### src/rtl/fetch_ctrl_pkg.sv
`default_nettype none
// ============================================================================
// Module      : fetch_ctrl_pkg
// Description : Shared fetch-stage definitions: packet geometry, sequencer
//               state encoding and the fetch-packet record handed to the
//               fetch queue.
// Revision    : 1.0 - initial release
// ============================================================================
package fetch_ctrl_pkg;

    localparam int FETCH_BYTES = 8;
    localparam int INST_W      = 32;
    localparam int XLEN        = 64;
    localparam int FETCH_WIDTH = (FETCH_BYTES * 8) / INST_W;

    typedef enum logic [1:0] {
        IDLE  = 2'd0,
        FETCH = 2'd1,
        DRAIN = 2'd2
    } fetch_state_e;

    typedef struct packed {
        logic [XLEN-1:0]                    pc;
        logic [FETCH_WIDTH-1:0]             valids;
        logic [FETCH_WIDTH-1:0][INST_W-1:0] insts;
        logic                               bp_taken;
        logic                               bp_select;
        logic [XLEN-1:0]                    bp_target;
    } fetch_packet_t;

    // Base address of the fetch packet containing pc.
    function automatic logic [XLEN-1:0] packet_base(input logic [XLEN-1:0] pc);
        return pc & ~XLEN'(FETCH_BYTES - 1);
    endfunction

endpackage
`default_nettype wire

### src/rtl/fetch_pc_fifo.sv
`default_nettype none
// ============================================================================
// Module      : fetch_pc_fifo
// Description : Small FIFO holding the fetch PC of every outstanding icache
//               request, so in-order responses can be tagged with their PC.
// Revision    : 1.0 - initial release
// ============================================================================
module fetch_pc_fifo #(
    parameter int DEPTH = 2,
    parameter int WIDTH = 64
) (
    input  logic             clk,
    input  logic             rst,
    input  logic             i_flush,
    input  logic             i_push,
    input  logic [WIDTH-1:0] i_push_data,
    input  logic             i_pop,
    output logic [WIDTH-1:0] o_head,
    output logic             o_empty
);

    localparam int PTR_W = (DEPTH > 1) ? $clog2(DEPTH) : 1;
    localparam int CNT_W = $clog2(DEPTH + 1);

    logic [WIDTH-1:0] r_mem [DEPTH];
    logic [PTR_W-1:0] r_wr_ptr;
    logic [PTR_W-1:0] r_rd_ptr;
    logic [CNT_W-1:0] r_count;
    logic             w_full;
    logic             w_push;
    logic             w_pop;

    assign o_empty = (r_count == '0);
    assign w_full  = (r_count == CNT_W'(DEPTH));
    assign w_pop   = i_pop && !o_empty;
    assign w_push  = i_push && (!w_full || w_pop);
    assign o_head  = r_mem[r_rd_ptr];

    function automatic logic [PTR_W-1:0] next_ptr(input logic [PTR_W-1:0] ptr);
        return (ptr == PTR_W'(DEPTH - 1)) ? '0 : ptr + 1'b1;
    endfunction

    // Pointer and occupancy bookkeeping.
    always_ff @(posedge clk) begin
        if (rst || i_flush) begin
            r_wr_ptr <= '0;
            r_rd_ptr <= '0;
            r_count  <= '0;
        end else begin
            if (w_push) r_wr_ptr <= next_ptr(r_wr_ptr);
            if (w_pop)  r_rd_ptr <= next_ptr(r_rd_ptr);
            r_count <= r_count + CNT_W'(w_push) - CNT_W'(w_pop);
        end
    end

    // Storage; contents are only meaningful while counted as occupied.
    always_ff @(posedge clk) begin
        if (w_push) r_mem[r_wr_ptr] <= i_push_data;
    end

endmodule
`default_nettype wire

### src/rtl/fetch_ctrl.sv
`default_nettype none
// ============================================================================
// Module      : fetch_ctrl
// Description : Fetch-stage sequencer. Issues packet-aligned icache requests
//               under a fetch-queue credit limit, turns in-order responses
//               into enqueue packets, follows predicted-taken branches and
//               backend redirects by discarding stale in-flight responses.
// Revision    : 1.0 - initial release
// ============================================================================
module fetch_ctrl
    import fetch_ctrl_pkg::*;
#(
    parameter logic [63:0] RESET_PC     = 64'h8000_0000,
    parameter int          QUEUE_DEPTH  = 4,
    parameter int          MAX_INFLIGHT = 2
) (
    input  logic              clock,
    input  logic              reset,
    input  logic              io_redirect_valid,
    input  logic [XLEN-1:0]   io_redirect_target,
    output logic              io_icache_req_valid,
    input  logic              io_icache_req_ready,
    output logic [XLEN-1:0]   io_icache_req_addr,
    input  logic              io_icache_resp_valid,
    input  logic [INST_W-1:0] io_icache_resp_insts_0,
    input  logic [INST_W-1:0] io_icache_resp_insts_1,
    input  logic              io_bp_taken,
    input  logic              io_bp_select,
    input  logic [XLEN-1:0]   io_bp_target,
    output logic              io_fq_enq_valid,
    output logic [XLEN-1:0]   io_fq_enq_pc,
    output logic              io_fq_enq_valids_0,
    output logic              io_fq_enq_valids_1,
    output logic [INST_W-1:0] io_fq_enq_insts_0,
    output logic [INST_W-1:0] io_fq_enq_insts_1,
    output logic              io_fq_enq_bp_taken,
    output logic              io_fq_enq_bp_select,
    output logic [XLEN-1:0]   io_fq_enq_bp_target,
    input  logic              io_fq_deq_fire,
    output logic              io_fq_flush
);

    localparam int OCC_W = $clog2(QUEUE_DEPTH + 1);
    localparam int INF_W = $clog2(MAX_INFLIGHT + 1);

    localparam logic [1:0] ST_IDLE  = IDLE;
    localparam logic [1:0] ST_FETCH = FETCH;
    localparam logic [1:0] ST_DRAIN = DRAIN;

    logic [1:0]       r_state;
    logic [XLEN-1:0]  r_fetch_pc;
    logic [OCC_W-1:0] r_occupancy;
    logic [INF_W-1:0] r_inflight;
    logic [INF_W-1:0] r_drop_cnt;

    logic [31:0]      w_used;
    logic             w_credit_ok;
    logic             w_req_valid;
    logic             w_req_fire;
    logic             w_enq;
    logic             w_taken;
    logic             w_deq;
    logic [INF_W-1:0] w_drop_next;
    logic [XLEN-1:0]  w_fetch_pc_next;
    logic [XLEN-1:0]  w_head_pc;
    logic             w_fifo_empty;
    fetch_packet_t    w_pkt;
    fetch_packet_t    w_pkt_out;

    // Credits: every queue slot is held either by a queued packet or by a
    // request whose response has not returned yet.
    assign w_used      = 32'(r_occupancy) + 32'(r_inflight);
    assign w_credit_ok = (w_used < 32'(QUEUE_DEPTH));

    assign w_req_valid = (r_state == ST_FETCH) && w_credit_ok &&
                         (r_inflight < INF_W'(MAX_INFLIGHT)) && !io_redirect_valid;
    assign w_req_fire  = w_req_valid && io_icache_req_ready;
    assign w_enq       = io_icache_resp_valid && (r_drop_cnt == '0) && !io_redirect_valid;
    assign w_taken     = w_enq && io_bp_taken;
    assign w_deq       = io_fq_deq_fire && (r_occupancy != '0);

    assign io_icache_req_valid = w_req_valid;
    assign io_icache_req_addr  = packet_base(r_fetch_pc);
    assign io_fq_flush         = io_redirect_valid;

    // Every response pops the PC FIFO, dropped or not, so tags stay aligned.
    fetch_pc_fifo #(
        .DEPTH (MAX_INFLIGHT),
        .WIDTH (XLEN)
    ) u_pc_fifo (
        .clk         (clock),
        .rst         (reset),
        .i_flush     (r_state == ST_IDLE),
        .i_push      (w_req_fire),
        .i_push_data (r_fetch_pc),
        .i_pop       (io_icache_resp_valid),
        .o_head      (w_head_pc),
        .o_empty     (w_fifo_empty)
    );

    // Assemble the enqueue packet; slot 0 is dead when fetch started mid-packet,
    // slot 1 is dead when the taken branch sits in slot 0.
    always_comb begin
        w_pkt           = '0;
        w_pkt.pc        = w_head_pc;
        w_pkt.valids[0] = ~w_head_pc[2];
        w_pkt.valids[1] = ~(io_bp_taken && !io_bp_select);
        w_pkt.insts[0]  = io_icache_resp_insts_0;
        w_pkt.insts[1]  = io_icache_resp_insts_1;
        w_pkt.bp_taken  = io_bp_taken;
        w_pkt.bp_select = io_bp_select;
        w_pkt.bp_target = io_bp_target;
        w_pkt_out       = w_enq ? w_pkt : '0;
    end

    assign io_fq_enq_valid     = w_enq;
    assign io_fq_enq_pc        = w_pkt_out.pc;
    assign io_fq_enq_valids_0  = w_pkt_out.valids[0];
    assign io_fq_enq_valids_1  = w_pkt_out.valids[1];
    assign io_fq_enq_insts_0   = w_pkt_out.insts[0];
    assign io_fq_enq_insts_1   = w_pkt_out.insts[1];
    assign io_fq_enq_bp_taken  = w_pkt_out.bp_taken;
    assign io_fq_enq_bp_select = w_pkt_out.bp_select;
    assign io_fq_enq_bp_target = w_pkt_out.bp_target;

    // Next fetch PC and number of stale responses still to be discarded.
    always_comb begin
        w_fetch_pc_next = r_fetch_pc;
        w_drop_next     = r_drop_cnt;
        if (io_redirect_valid) begin
            w_fetch_pc_next = io_redirect_target;
            w_drop_next     = r_inflight - INF_W'(io_icache_resp_valid);
        end else if (w_taken) begin
            // Everything younger than this packet, including a request
            // leaving this very cycle, is down the wrong path.
            w_fetch_pc_next = io_bp_target;
            w_drop_next     = r_inflight - INF_W'(1) + INF_W'(w_req_fire);
        end else begin
            if (w_req_fire) w_fetch_pc_next = packet_base(r_fetch_pc) + XLEN'(FETCH_BYTES);
            if (io_icache_resp_valid && (r_drop_cnt != '0)) w_drop_next = r_drop_cnt - INF_W'(1);
        end
    end

    // Sequencer state, counters and fetch PC.
    always_ff @(posedge clock) begin
        if (reset) begin
            r_state     <= ST_IDLE;
            r_fetch_pc  <= RESET_PC;
            r_occupancy <= '0;
            r_inflight  <= '0;
            r_drop_cnt  <= '0;
        end else begin
            r_fetch_pc <= w_fetch_pc_next;
            r_drop_cnt <= w_drop_next;
            r_inflight <= r_inflight + INF_W'(w_req_fire) - INF_W'(io_icache_resp_valid);
            if (io_redirect_valid) r_occupancy <= '0;
            else                   r_occupancy <= r_occupancy + OCC_W'(w_enq) - OCC_W'(w_deq);
            if (r_state == ST_IDLE)       r_state <= ST_FETCH;
            else if (w_drop_next != '0)   r_state <= ST_DRAIN;
            else                          r_state <= ST_FETCH;
        end
    end

`ifndef SYNTHESIS
    // Protocol sanity: responses only for outstanding requests, queue never overfilled.
    always @(posedge clock) begin
        if (!reset && io_icache_resp_valid)
            assert (r_inflight != '0 && !w_fifo_empty)
                else $error("icache response with no request outstanding");
        if (!reset)
            assert (32'(r_occupancy) <= 32'(QUEUE_DEPTH))
                else $error("fetch queue occupancy above depth");
    end
`endif

endmodule
`default_nettype wire

### config.mk
export PLATFORM = sky130hd
export DESIGN_NAME = fetch_ctrl
export DESIGN_NICKNAME = d
export VERILOG_FILES = /design/src/rtl/fetch_ctrl_pkg.sv /design/src/rtl/fetch_pc_fifo.sv /design/src/rtl/fetch_ctrl.sv
export SDC_FILE = /design/constraint.sdc
export NUM_CORES = 1
export LEC_CHECK = 0
export ABC_CLOCK_PERIOD_IN_PS = 7250
export BUFFER_PORTS_ARGS = -buffer_cell sky130_fd_sc_hd__buf_4
export CELL_PAD_IN_SITES_DETAIL_PLACEMENT = 2
export CELL_PAD_IN_SITES_GLOBAL_PLACEMENT = 2
export CORE_AREA = 8 8 191 238
export CTS_CLUSTER_DIAMETER = 100
export CTS_CLUSTER_SIZE = 8
export DETAILED_ROUTE_END_ITERATION = 10
export DIE_AREA = 0 0 199 246
export PLACE_DENSITY_LB_ADDON = 0.1
export SLEW_MARGIN = 20
export SYNTH_ARGS = -nofsm -noshare
export SYNTH_HDL_FRONTEND = slang
export SYNTH_SLANG_ARGS = --single-unit
### constraint.sdc
create_clock -name clock -period 7.25 [get_ports clock]
set_input_delay 1.45 -clock clock [delete_from_list [all_inputs] [get_ports clock]]
set_output_delay 1.45 -clock clock [all_outputs]
set_load 0.005 [all_outputs]
# ---- Word-level counts from Yosys, hierarchy flattened
# Memory sizes are Yosys's and may differ from the RTL's. A register that Yosys moved wholly into a read port is not among the register bits.
# Cells that the tools add are included.
dict set report totals {
  ff_bits 77
  n_memories 1
  word_cells 72
  output_inout_bits 263
  in_bits 200
  romBits 0
  latch_bits 0
  ram_bits 128
}
dict set report classes {
  div 0
  shift 0
  eq_ne 2
  add_sub_neg 14
  order_cmp 2
  mul 0
  reduce_logical 27
  muxes 15
  n_bitwise 2
}
# memory depth word_bits read_ports rd_ports_with_merged_regs write_ports line
set mem_list {}
lappend mem_list {u_pc_fifo.r_mem 2 64 1 1 1 fetch_pc_fifo.sv:25} ;# logic [WIDTH-1:0] r_mem [DEPTH];
# operator count
set ops {}
lappend ops {{196-bit 2-to-1 mux} 1}
lappend ops {{64-bit 2-to-1 mux} 3}
lappend ops {{64-bit by 4-bit adder with 64-bit output (second input constant)} 1}
lappend ops {{1-bit logical AND} 12}
lappend ops {{2-bit 2-to-1 mux} 4}
lappend ops {{1-bit 2-to-1 mux} 7}
lappend ops {{2-bit by 1-bit adder with 2-bit output} 3}
lappend ops {{2-bit zero test} 3}
lappend ops {{3-bit nonzero test} 2}
lappend ops {{2-bit by 1-bit subtractor with 2-bit output} 3}
lappend ops {{3-bit by 2-bit adder with 4-bit output} 1}
lappend ops {{1-bit zero test} 4}
lappend ops {{4-bit by 3-bit less-than comparator with 1-bit output (second input constant)} 1}
lappend ops {{2-bit nonzero test} 2}
lappend ops {{2-bit OR reduction} 2}
lappend ops {{2-bit by 1-bit subtractor with 2-bit output (second input constant)} 2}
lappend ops {{3-bit by 1-bit adder with 3-bit output} 1}
lappend ops {{3-bit by 1-bit subtractor with 3-bit output} 1}
lappend ops {{1-bit adder (second input constant)} 2}
lappend ops {{2-bit by 1-bit == test with 1-bit output (second input constant)} 1}
lappend ops {{2-bit == test (second input constant)} 1}
lappend ops {{1-bit logical OR} 2}
lappend ops {{2-bit less-than comparator (second input constant)} 1}
lappend ops {{1-bit inverter} 2}

# ---- Longest topological paths before layout
dict set report logic_depth {
  depth_word 12
  ltp_mapped 13
  mapped_depth_nobuf 11
}

# ---- Hierarchy
# A second synthesis with hierarchy kept.
dict set report hier_totals {
  hier_cells 1254
  hier_area_um2 11939.0
}
# mod n_inst area_each_um2 seq_area_each_um2 cells_per_inst
set modules_own_cells {}
lappend modules_own_cells {fetch_ctrl 1 7074.3 1461.4 1023}
lappend modules_own_cells {fetch_pc_fifo 1 4864.7 3943.8 231}

# ---- Worst setup path after synthesis
# No wires, ideal clock.
dict set report synth_timing {
  path_kind {input to register}
  start {in io_redirect_valid}
  end {mem u_pc_fifo.r_mem[0][0] (enable)}
  t_arrival_ns 5.575
  t_required_ns 6.756
  cell_stages 6
  setup_time_ns 0.494
  n_path_buf 1
  setup_slack_ns 1.181
  cell_sequence {nor4b_1 and4_1 buf_2 clkinv_1 a21oi_1 nor2b_1}
}
dict set report synth_between {
  elab_chain_len 6
}
# element line
set synth_lines {}
lappend synth_lines {{from (decl)} fetch_ctrl.sv:19} ;# input logic io_redirect_valid,
lappend synth_lines {{1-bit zero test} fetch_ctrl.sv:76} ;# (r_inflight < INF_W'(MAX_INFLIGHT)) && !io_redirect_valid;
lappend synth_lines {{1-bit logical AND} fetch_ctrl.sv:76}
lappend synth_lines {{1-bit logical AND} fetch_ctrl.sv:77} ;# assign w_req_fire = w_req_valid && io_icache_req_ready;
lappend synth_lines {{1-bit logical AND} fetch_pc_fifo.sv:36} ;# assign w_push = i_push && (!w_full || w_pop);
lappend synth_lines {{1-bit 2-to-1 mux} fetch_pc_fifo.sv:58} ;# if (w_push) r_mem[r_wr_ptr] <= i_push_data;
lappend synth_lines {{1-bit 2-to-1 mux (implied by the code)} fetch_pc_fifo.sv:58}
lappend synth_lines {{to (decl)} fetch_pc_fifo.sv:25}
# No other way between the ends.

# ---- Worst setup path after layout
dict set report layout_timing {
  start {in io_redirect_valid}
  end {out io_fq_enq_pc[55]}
}
dict set report layout_between {
  elab_chain_len 3
}
# element line
set layout_lines {}
lappend layout_lines {{1-bit zero test} fetch_ctrl.sv:78} ;# assign w_enq = io_icache_resp_valid && (r_drop_cnt == '0) && !io_redirect_valid;
lappend layout_lines {{1-bit logical AND} fetch_ctrl.sv:78}
lappend layout_lines {{196-bit 2-to-1 mux} fetch_ctrl.sv:113} ;# w_pkt_out = w_enq ? w_pkt : '0;
lappend layout_lines {{to (decl)} fetch_ctrl.sv:31} ;# output logic [XLEN-1:0] io_fq_enq_pc,
# No other way between the ends.

==> metrics <==
status finished, final reports clean; DRC 0; Total Wirelength between 50 and 60 mm; most common cell after layout, fill and taps aside buf_4; Crit. End Element output pin; Final WS setup 2.66 ns; FMAX 218 MHz; CP Max Fanout 66; routed wl met2 27.2 mm; CTS root buf clkbuf_16; vias in the first global route 12100; internal power 2.38 mW; Final Hold Slack roughly 0.46 ns; Fin Clk Skew around 0.023 ns; H-tree levels 1; ys flop type edfxtp_1; post-route setup TNS 0 ns; TritonCTS clock tree built; Crit Path Class in2out; Syn Inst Count 1223; synthesized area per cell 9.44 sq um; Netlist Area Pre-Place 11500 sq um; TritonRoute pass-1 iters 4; WL met1 slightly above 20 mm; RePlAce Congestion 0.779; dpl ws approximately 2.6 ns; final hold violations 0; num rows 84; CP Launch Type primary input; Sw Pwr 0.937 mW; # Max-Cap Violations 0; area grow syn2layout 38.4%; Comb pwr share 0.195; Die Ht 246 microns; sequential cell area fraction in the yosys report 0.468; synthesized flop and latch total 206; Post-synth EDFFs 128; Slew Viols, Final 0; via count 10900; Cell Pwr Density a little over 200 nW/um^2; RSZ-0062 raised after global routing false; clk buf depth 3; asr flop ratio synth 0; share of layout cells above drive strength 1 0.333; port buffer count between 400 and 500; Final period util 0.633; clock share of power 0.385; Initial Utilization 0.277; synth top area cells edfxtp_1, dfxtp_1, and2_1; Yosys Warn Count 0; GRT Overall Usage 0.210; post-layout min period 4.59 ns; clock sink total 206; commonest non-fill, non-tap cells in the layout buf_4, and2_1, nor2_1, edfxtp_1, dfxtp_1; grt total ovfl 0; io pins roughly 460; Final Setup Violations 0; Clock Latency Late Sink 0.56 ns; CTS resizes 0; area leader, netlist edfxtp_1; Req. time, crit path between 5 and 6 ns; max_slew headroom 0.308; Num CTS Buffers 29; post-DR vias/cell about 5.0; Synth top area share 0.333; CP arrival between 3 and 4 ns; static leakage 6.35 nW; Starting DRT DRC Count 376; Setup Fix Bufs, Post-CTS 0; CTS Hold Bufs 0; worst-margin pin slew slightly above 1 ns; Final nets 1804; initial antenna violation count 9; Routed Antenna Nets 0; largest net degree at the start of global routing 132; WL/cell 24.5 microns; post-DP HPWL 39.2 mm; Yosys cell types a little under 70; Max Used Layer met5; die footprint 49000 sq um; CORE AREA 41700 sq um; worst hold path type reg2reg; peak supply drop between 150 and 200 uV; first-pass GRT wire length 77.4 mm; die width 199 microns; Reg power frac 0.420; switching share of power 0.282; WL met3 4.44 mm; clock slew at reported path FFs 0.05 ns
-- final timing paths --
kind	slack, ns	depth (start not counted)	from	endpoint
setup / recovery	2.66	6	io_redirect_valid	io_fq_enq_pc[55]
hold / removal	0.46	0	r_fetch_pc[2]	u_pc_fifo.r_mem[1][2]
setup reg to reg	4.11	7	r_inflight[1]	u_pc_fifo.r_mem[0][58]
hold reg to reg	0.46	0	r_fetch_pc[2]	u_pc_fifo.r_mem[1][2]
-- sequential cells by signal, summed over array words and instances (netlist names), named ones only --
register            flops
r_drop_cnt              2
u_pc_fifo.r_rd_ptr      1
r_inflight              2
u_pc_fifo.r_mem       128
u_pc_fifo.r_count       2
r_occupancy             3
u_pc_fifo.r_wr_ptr      1
r_fetch_pc             64
r_state                 2
-- critical path, stage by stage --
cell and delay [ns]:
buf_4 0.40, inv_2 0.11, nand3_4 0.10, buf_4 0.66, nor2_1 0.17, buf_4 0.18
-- layout make-up --
cell class | count | area (sq um)
clock inverter | 1 | 8.76
sequential | 206 | 5410
inverter | 26 | 103
clock buffer | 53 | 826
fill | 4662 | 25800
tap | 559 | 699
multi-input combinational | 850 | 5290
antenna | 3 | 7.51
timing repair buffer | 479 | 3620
-- through the flow --
| step | cell area (sq um) | total power, mW | cells | utilization |
|---|---|---|---|---|
| after floorplan | 11500 | 1.71 | 1225 | - |
| after global placement | 15100 | 2.06 | 2119 | 0.362 |
| after detailed placement | 15100 | 2.08 | 2119 | 0.362 |
| after CTS | 15900 | 3.38 | 2173 | 0.382 |
| after global routing | 16000 | 3.48 | 2174 | 0.382 |
| final | 16000 | 3.32 | 2177 | 0.383 |
-- cell usage after synthesis, drive strengths merged (22+ instances only) --
cell / instances
xnor2: 24
nand2: 75
nor2: 136
a21oi: 65
nor3: 32
a211oi: 26
edfxtp: 128
inv: 24
clkbuf: 58
o21ai: 46
buf: 85
and2: 141
mux2i: 69
nand3: 36
nor4: 22
dfxtp: 78
-- logic make-up after synthesis --
group,Yosys count,synth area share
AND/OR/NAND/NOR,504,0.226
AO/OA/AOI/OAI,226,0.127
flip-flops,206,0.468
buffers and inverters,169,0.0771
multiplexers,70,0.0608
XOR/XNOR,35,0.0266
adder cells (fa/ha/maj),12,0.0137
other,1,0.000325
-- power by group through the flow --
stage / clock (mW) / combinational, mW / sequential [mW]
floorplan: 0 / 0.330 / 1.38
global placement: 0 / 0.645 / 1.41
detailed placement: 0 / 0.660 / 1.42
CTS: 1.32 / 0.662 / 1.39
global route: 1.36 / 0.713 / 1.40
finish: 1.28 / 0.646 / 1.39
-- per-layer routing --
| layer | vias to the layer above | track usage |
|---|---|---|
| li1 | 5052 | - |
| met3 | 81 | 0.0677 |
| met4 | 8 | 0.0546 |
| met1 | 5378 | 0.225 |
| met5 | - | 0 |
| met2 | 385 | 0.389 |
Note: power is estimated with default switching activity, not from simulation.
